===== src/rtl/btn_pkg.sv =====
// Shared types, defaults and helpers for the multi-channel button conditioner.
// Optional auto-repeat is enabled by defining BTN_REPEAT_EN.
package btn_pkg;

    typedef enum logic [1:0] {
        ST_IDLE  = 2'b00,
        ST_PRESS = 2'b01,
        ST_HELD  = 2'b10
    } btn_state_e;

    localparam int DEF_DEB_CYCLES   = 4;
    localparam int DEF_REPEAT_DELAY = 50;
    localparam int DEF_REPEAT_RATE  = 10;

    // Width needed to hold values 0..value-1, never less than one bit.
    function automatic int btn_clog2(input int value);
        int w;
        w = 0;
        while ((1 << w) < value) begin
            w = w + 1;
        end
        return (w < 1) ? 1 : w;
    endfunction

endpackage


===== src/rtl/btn_channel.sv =====
// One button channel: 2-FF synchroniser, tick-based debounce and press FSM.
// Auto-repeat while held is built only when BTN_REPEAT_EN is defined.
module btn_channel
    import btn_pkg::*;
#(
    parameter int DEB_CYCLES   = DEF_DEB_CYCLES,
    parameter int REPEAT_DELAY = DEF_REPEAT_DELAY,
    parameter int REPEAT_RATE  = DEF_REPEAT_RATE
) (
    input  logic       i_clk,
    input  logic       i_rst,
    input  logic       i_tick,
    input  logic       i_btn,
    output btn_state_e o_state
);

    localparam int CNT_W = btn_clog2(DEB_CYCLES + 1);

    logic             r_s1;
    logic             r_s2;
    logic             r_stable;
    logic [CNT_W-1:0] r_cnt;
    btn_state_e       r_state;
    btn_state_e       w_state_nxt;

    always_ff @(posedge i_clk) begin
        if (i_rst) begin
            r_s1     <= 1'b0;
            r_s2     <= 1'b0;
            r_stable <= 1'b0;
            r_cnt    <= '0;
        end else begin
            r_s1 <= i_btn;
            r_s2 <= r_s1;
            // Any sample agreeing with the stable level restarts the count.
            if (i_tick) begin
                if (r_s2 != r_stable) begin
                    if (r_cnt == CNT_W'(DEB_CYCLES - 1)) begin
                        r_stable <= r_s2;
                        r_cnt    <= '0;
                    end else begin
                        r_cnt <= r_cnt + 1'b1;
                    end
                end else begin
                    r_cnt <= '0;
                end
            end
        end
    end

`ifdef BTN_REPEAT_EN
    localparam int RPT_MAX = (REPEAT_DELAY > REPEAT_RATE) ? REPEAT_DELAY : REPEAT_RATE;
    localparam int RPT_W   = btn_clog2(RPT_MAX + 1);

    logic [RPT_W-1:0] r_rpt;
    logic [RPT_W-1:0] w_rpt_nxt;

    always_ff @(posedge i_clk) begin
        if (i_rst) begin
            r_state <= ST_IDLE;
            r_rpt   <= '0;
        end else begin
            r_state <= w_state_nxt;
            r_rpt   <= w_rpt_nxt;
        end
    end

    // The repeat counter is zero only on the initial press and still 1 on a
    // repeat press, which selects the reload value on the way back to HELD.
    always_comb begin
        w_state_nxt = r_state;
        w_rpt_nxt   = r_rpt;
        case (r_state)
            ST_IDLE: begin
                if (r_stable) w_state_nxt = ST_PRESS;
            end
            ST_PRESS: begin
                if (r_stable) begin
                    w_state_nxt = ST_HELD;
                    w_rpt_nxt   = (r_rpt == '0) ? RPT_W'(REPEAT_DELAY) : RPT_W'(REPEAT_RATE);
                end else begin
                    w_state_nxt = ST_IDLE;
                    w_rpt_nxt   = '0;
                end
            end
            ST_HELD: begin
                if (!r_stable) begin
                    w_state_nxt = ST_IDLE;
                    w_rpt_nxt   = '0;
                end else if (i_tick) begin
                    if (r_rpt == RPT_W'(1)) begin
                        w_state_nxt = ST_PRESS;
                    end else begin
                        w_rpt_nxt = r_rpt - 1'b1;
                    end
                end
            end
            default: begin
                w_state_nxt = ST_IDLE;
                w_rpt_nxt   = '0;
            end
        endcase
    end
`else
    always_ff @(posedge i_clk) begin
        if (i_rst) begin
            r_state <= ST_IDLE;
        end else begin
            r_state <= w_state_nxt;
        end
    end

    always_comb begin
        w_state_nxt = r_state;
        case (r_state)
            ST_IDLE:  if (r_stable)  w_state_nxt = ST_PRESS;
            ST_PRESS: w_state_nxt = r_stable ? ST_HELD : ST_IDLE;
            ST_HELD:  if (!r_stable) w_state_nxt = ST_IDLE;
            default:  w_state_nxt = ST_IDLE;
        endcase
    end
`endif

    assign o_state = r_state;

endmodule


===== src/rtl/button_pulser.sv =====
// Multi-channel push-button conditioner: one pulse per press plus a held level.
// Define BTN_REPEAT_EN to add auto-repeat pulses while a button stays held.
module button_pulser
    import btn_pkg::*;
#(
    parameter int NUM_BTN      = 5,
    parameter int DEB_CYCLES   = DEF_DEB_CYCLES,
    parameter int REPEAT_DELAY = DEF_REPEAT_DELAY,
    parameter int REPEAT_RATE  = DEF_REPEAT_RATE
) (
    input  logic               clk,
    input  logic               rst,
    input  logic               tick,
    input  logic [NUM_BTN-1:0] btn_in,
    output logic [NUM_BTN-1:0] pulse,
    output logic [NUM_BTN-1:0] held
);

    btn_state_e w_state [NUM_BTN];

    generate
        if (DEB_CYCLES < 1 || REPEAT_DELAY < 1 || REPEAT_RATE < 1) begin : g_bad_param
            $error("button_pulser: DEB_CYCLES, REPEAT_DELAY and REPEAT_RATE must be >= 1");
        end

        for (genvar g = 0; g < NUM_BTN; g++) begin : g_ch
            btn_channel #(
                .DEB_CYCLES  (DEB_CYCLES),
                .REPEAT_DELAY(REPEAT_DELAY),
                .REPEAT_RATE (REPEAT_RATE)
            ) u_ch (
                .i_clk  (clk),
                .i_rst  (rst),
                .i_tick (tick),
                .i_btn  (btn_in[g]),
                .o_state(w_state[g])
            );

            // Outputs are forced low while reset is asserted, not just after it.
            assign pulse[g] = (w_state[g] == ST_PRESS) && !rst;
            assign held[g]  = ((w_state[g] == ST_PRESS) || (w_state[g] == ST_HELD)) && !rst;
        end
    endgenerate

endmodule


===== config.mk =====
export PLATFORM = sky130hd
export DESIGN_NAME = button_pulser
export DESIGN_NICKNAME = d
export VERILOG_FILES = /design/src/rtl/btn_pkg.sv /design/src/rtl/btn_channel.sv /design/src/rtl/button_pulser.sv
export SDC_FILE = /design/constraint.sdc
export NUM_CORES = 1
export LEC_CHECK = 0
export BUFFER_PORTS_ARGS = -buffer_cell sky130_fd_sc_hd__buf_2
export CAP_MARGIN = 20
export CORE_MARGIN = 2
export CORE_UTILIZATION = 30
export CTS_BUF_LIST = sky130_fd_sc_hd__clkbuf_4 sky130_fd_sc_hd__clkbuf_8 sky130_fd_sc_hd__clkbuf_16
export CTS_CLUSTER_SIZE = 16
export DETAILED_ROUTE_END_ITERATION = 7
export GPL_ROUTABILITY_DRIVEN = 0
export HOLD_SLACK_MARGIN = 0.05
export PLACE_DENSITY = 0.43
export SYNTH_ARGS = -nofsm -noshare
export SYNTH_HDL_FRONTEND = slang
export SYNTH_SLANG_ARGS = --single-unit

===== constraint.sdc =====
create_clock -name clk -period 1.5 [get_ports clk]
set_input_delay 0.15 -clock clk [delete_from_list [all_inputs] [get_ports clk]]
set_output_delay 0.15 -clock clk [all_outputs]
set_load 0.01 [all_outputs]

==> metrics.md <==
| Metric | Value |
|---|---|
| Status | `complete, no violations` |
| Final Setup Violations | `0` |
| ANT cells | `0` |
| CP startpoint | `g_ch[4].u_ch.o_state[0]$_SDFFE_PP0P_` |
| Wire per inst | `roughly 10 µm` |
| Worst Hold Class | `in2reg` |
| First-pass GRT wire length | `5430 µm` |
| Cell Rows | `29` |
| Fmax | `between 700 and 800 MHz` |
| Sequential fraction of the synthesis area | `40.4%` |
| Worst path buffer plus inverter count | `2` |
| Worst Skew | `0.00562 ns` |
| Post-route ant nets | `0` |
| Reg-to-Reg Start | `g_ch[4].u_ch.o_state[0]$_SDFFE_PP0P_` |
| Die span in y | `85.3 µm` |
| Endpoints failing hold | `0` |
| Synthesized area per cell | `10.2 µm²` |
| Die width | `85.3 µm` |
| Final wirelength | `2990 µm` |
| Cell count after placement | `284` |
| DRT Pass-1 Iters | `4` |
| Async S/R FF share, synth | `0%` |
| # fillers | `roughly 660` |
| Share of cells above drive strength 1 | `20.5%` |
| Port bufs | `17` |
| Hold_sp | `btn_in[1]` |
| WS Path Type | `reg2out` |
| I/O Pins | `18` |
| Count of different cell masters after synthesis | `25` |
| Max IR drop VDD | `0.400 mV` |
| DRC | `0` |
| Antenna violations before repair | `0` |
| Final Slew Violations | `0` |
| CP arrival | `between 1 and 1.5 ns` |
| Min Hold Slack | `0.0724 ns` |
| Crit share post-route | `95.0%` |
| Fin area | `approximately 0.0023 mm²` |
| CTS Root Cell | `clkbuf_8` |
| #FFs+latches synth | `40` |
| RSZ-0062 raised after global routing | `no` |
| Nets | `between 200 and 250` |
| Htree depth | `2` |
| Layout area overhead | `13.8%` |
| Initial core utilization | `31.1%` |
| GRT overflow | `0` |
| Synth Flop Type | `dfxtp_1` |
| CTS sink count | `40` |
| PD cells | `~900 mW/mm²` |
| Net Count, Synth | `228` |
| Fin cells | `292` |
| Post-CTS repair timing setup buffer count | `0` |
| CP endpoint kind | `output pin` |
| DR vias | `1272` |
| Worst-case clock buffer depth | `2` |
| Vias in the first global route | `1217` |
| Worst Path Required | `1.35 ns` |
| Cts bufs inserted | `5` |
| Slew @ Worst Pin | `about 0.38 ns` |
| DPL Wire Length | `2090 µm` |
| Max-Cap Viols | `0` |
| Later-pin clock latency in the skew report | `0.29 ns` |
| GR Util All Layers | `roughly a tenth` |
| Core footprint | `approximately 0.0064 mm²` |
| Vias per cell | `4.36` |
| Share of the synthesized area in the top cell type | `40.4%` |
| Die footprint | `0.00728 mm²` |
| CP cell instances | `inv_1 -> ha_1 -> nor2b_1 -> buf_2` |
| Static Leak | `0.961 nW` |
| CTS tree | `done` |
| Post-synth EDFFs | `0` |
| Max-slew headroom | `~75%` |
| Syn Inst Count | `195` |
| Syn. warnings | `0` |
| Dpl cell area | `0.00216 mm²` |
| Synthesized cell area | `0.00198 mm²` |
| Slowest Stage Delay on Critical Path | `0.36 ns` |
| Reg clk slew, reported paths | `0.08 ns` |
| Min cycle time layout | `1.42 ns` |
| Slowest-stage cell, CP | `dfxtp_1` |
| Setup TNS Final | `0 ns` |
| Delay-heaviest family, CP | `flip-flops` |
| Largest net degree at the start of global routing | `29` |
| Worst-path maximum fanout | `3` |
| Largest area contributor in the netlist | `dfxtp_1` |
| Area contributors post-synth | `dfxtp_1 (40%), ha_1 (16%), mux2i_1 (7.6%)` |
| Initial DRC Count | `40` |
| Worst setup SP type | `flip-flop` |
## cells in the final DEF, fill, tap and decap left out, drive strengths merged
cell    synthesis  routed
dfxtp          40      40
ha             25      25
nor2b          24      24
buf             3      19
mux2i          15      15
nor2           11      11
nand2b         11      11
inv            10      10
a21oi           9       9
nand3b          8       8
mux2            6       6
clkbuf          4       6
nand2           5       5
xnor2           3       3
o21ai           3       3
and3b           3       3
nor3            3       3
a22o            3       3
xor2            2       2
nand4b          2       2
nand3           2       2
o22ai           2       2
clkinv          0       2
and2b           1       1
## report_power, final
group / switching, W / internal (W) / total (W)
sequential: 0.0000163 / 0.00109 / 0.00111
clock: 0.000366 / 0.000367 / 0.000733
combinational: 0.000100 / 0.0000928 / 0.000193
total: 0.000483 / 0.00155 / 0.00203
## registers in the layout, summed over array words and instances (netlist names)
register            cells
g_ch.u_ch.r_s2          5
g_ch.u_ch.r_stable      5
g_ch.u_ch.r_s1          5
g_ch.u_ch.o_state      10
g_ch.u_ch.r_cnt        15
## per-stage QoR
stage                     worst slack [ns]  utilization, %  power [W]
after floorplan                      0.345               -    0.00127
after global placement               0.257            33.8    0.00133
after detailed placement             0.254            33.8    0.00133
after CTS                           0.0494            35.2    0.00209
after global routing               0.00101            35.4    0.00216
final                               0.0755            35.4    0.00203
## synth_stat cells, types with 3 or more instances
cell type,number
dfxtp_1,40
ha_1,25
nor2b_1,24
mux2i_1,15
nor2_1,11
inv_1,10
nand2b_1,10
a21oi_1,9
nand3b_1,8
mux2_2,6
nand2_1,5
clkbuf_1,4
a22o_1,3
and3b_1,3
nor3_2,3
o21ai_0,3
xnor2_1,3
## logic make-up (layout without fill, tap and decap cells)
family / count (synthesis) / after routing / synth area share, %
and+or+nand+nor: 70 / 70 / 22.1
DFF: 40 / 40 / 40.4
adders and majority gates: 25 / 25 / 15.8
muxes: 21 / 21 / 11.0
AOI/OAI and AO/OA: 17 / 17 / 4.98
buffers and inverters: 17 / 37 / 3.66
xor gates and xnor gates: 5 / 5 / 2.21
## worst paths after layout
kind | to | slack (ns) | cells past startpoint
worst max register to register | g_ch[4].u_ch.o_state[0]$_SDFFE_PP0P_ | 0.24 | 5
worst min-delay path | g_ch[1].u_ch.r_s1$_SDFF_PP0_ | 0.07 | 2
worst max-delay path | held[4] | 0.08 | 4
worst min register to register | g_ch[4].u_ch.r_s2$_SDFF_PP0_ | 0.44 | 1
## area by class of cell
cell class / instances / area [µm²] / share of cell area [%]
Inverter: 10 / 37.5 / 1.66
Clock inverter: 2 / 10.0 / 0.443
Sequential cell: 40 / 808 / 35.8
Timing Repair Buffer: 19 / 113 / 4.99
Tap cell: 77 / 96.3 / 4.27
Multi-Input combinational cell: 138 / 1110 / 49.2
Clock buffer: 6 / 82.6 / 3.66
## routing by layer
layer  wire length (µm)  vias to the layer above  global-route usage [%]
met3                117                        6                    2.92
met5                  0                        -                       0
met1               1500                      561                    12.2
li1                   -                      687                       -
met4                 61                        0                    3.90
met2               1320                       18                    14.1
## repair_timing
action,CTS,global route
hold buffers,0,0
resized for setup,0,7
setup endpoints to repair,0,4
No activity file was read; power rests on OpenSTA's default activity.
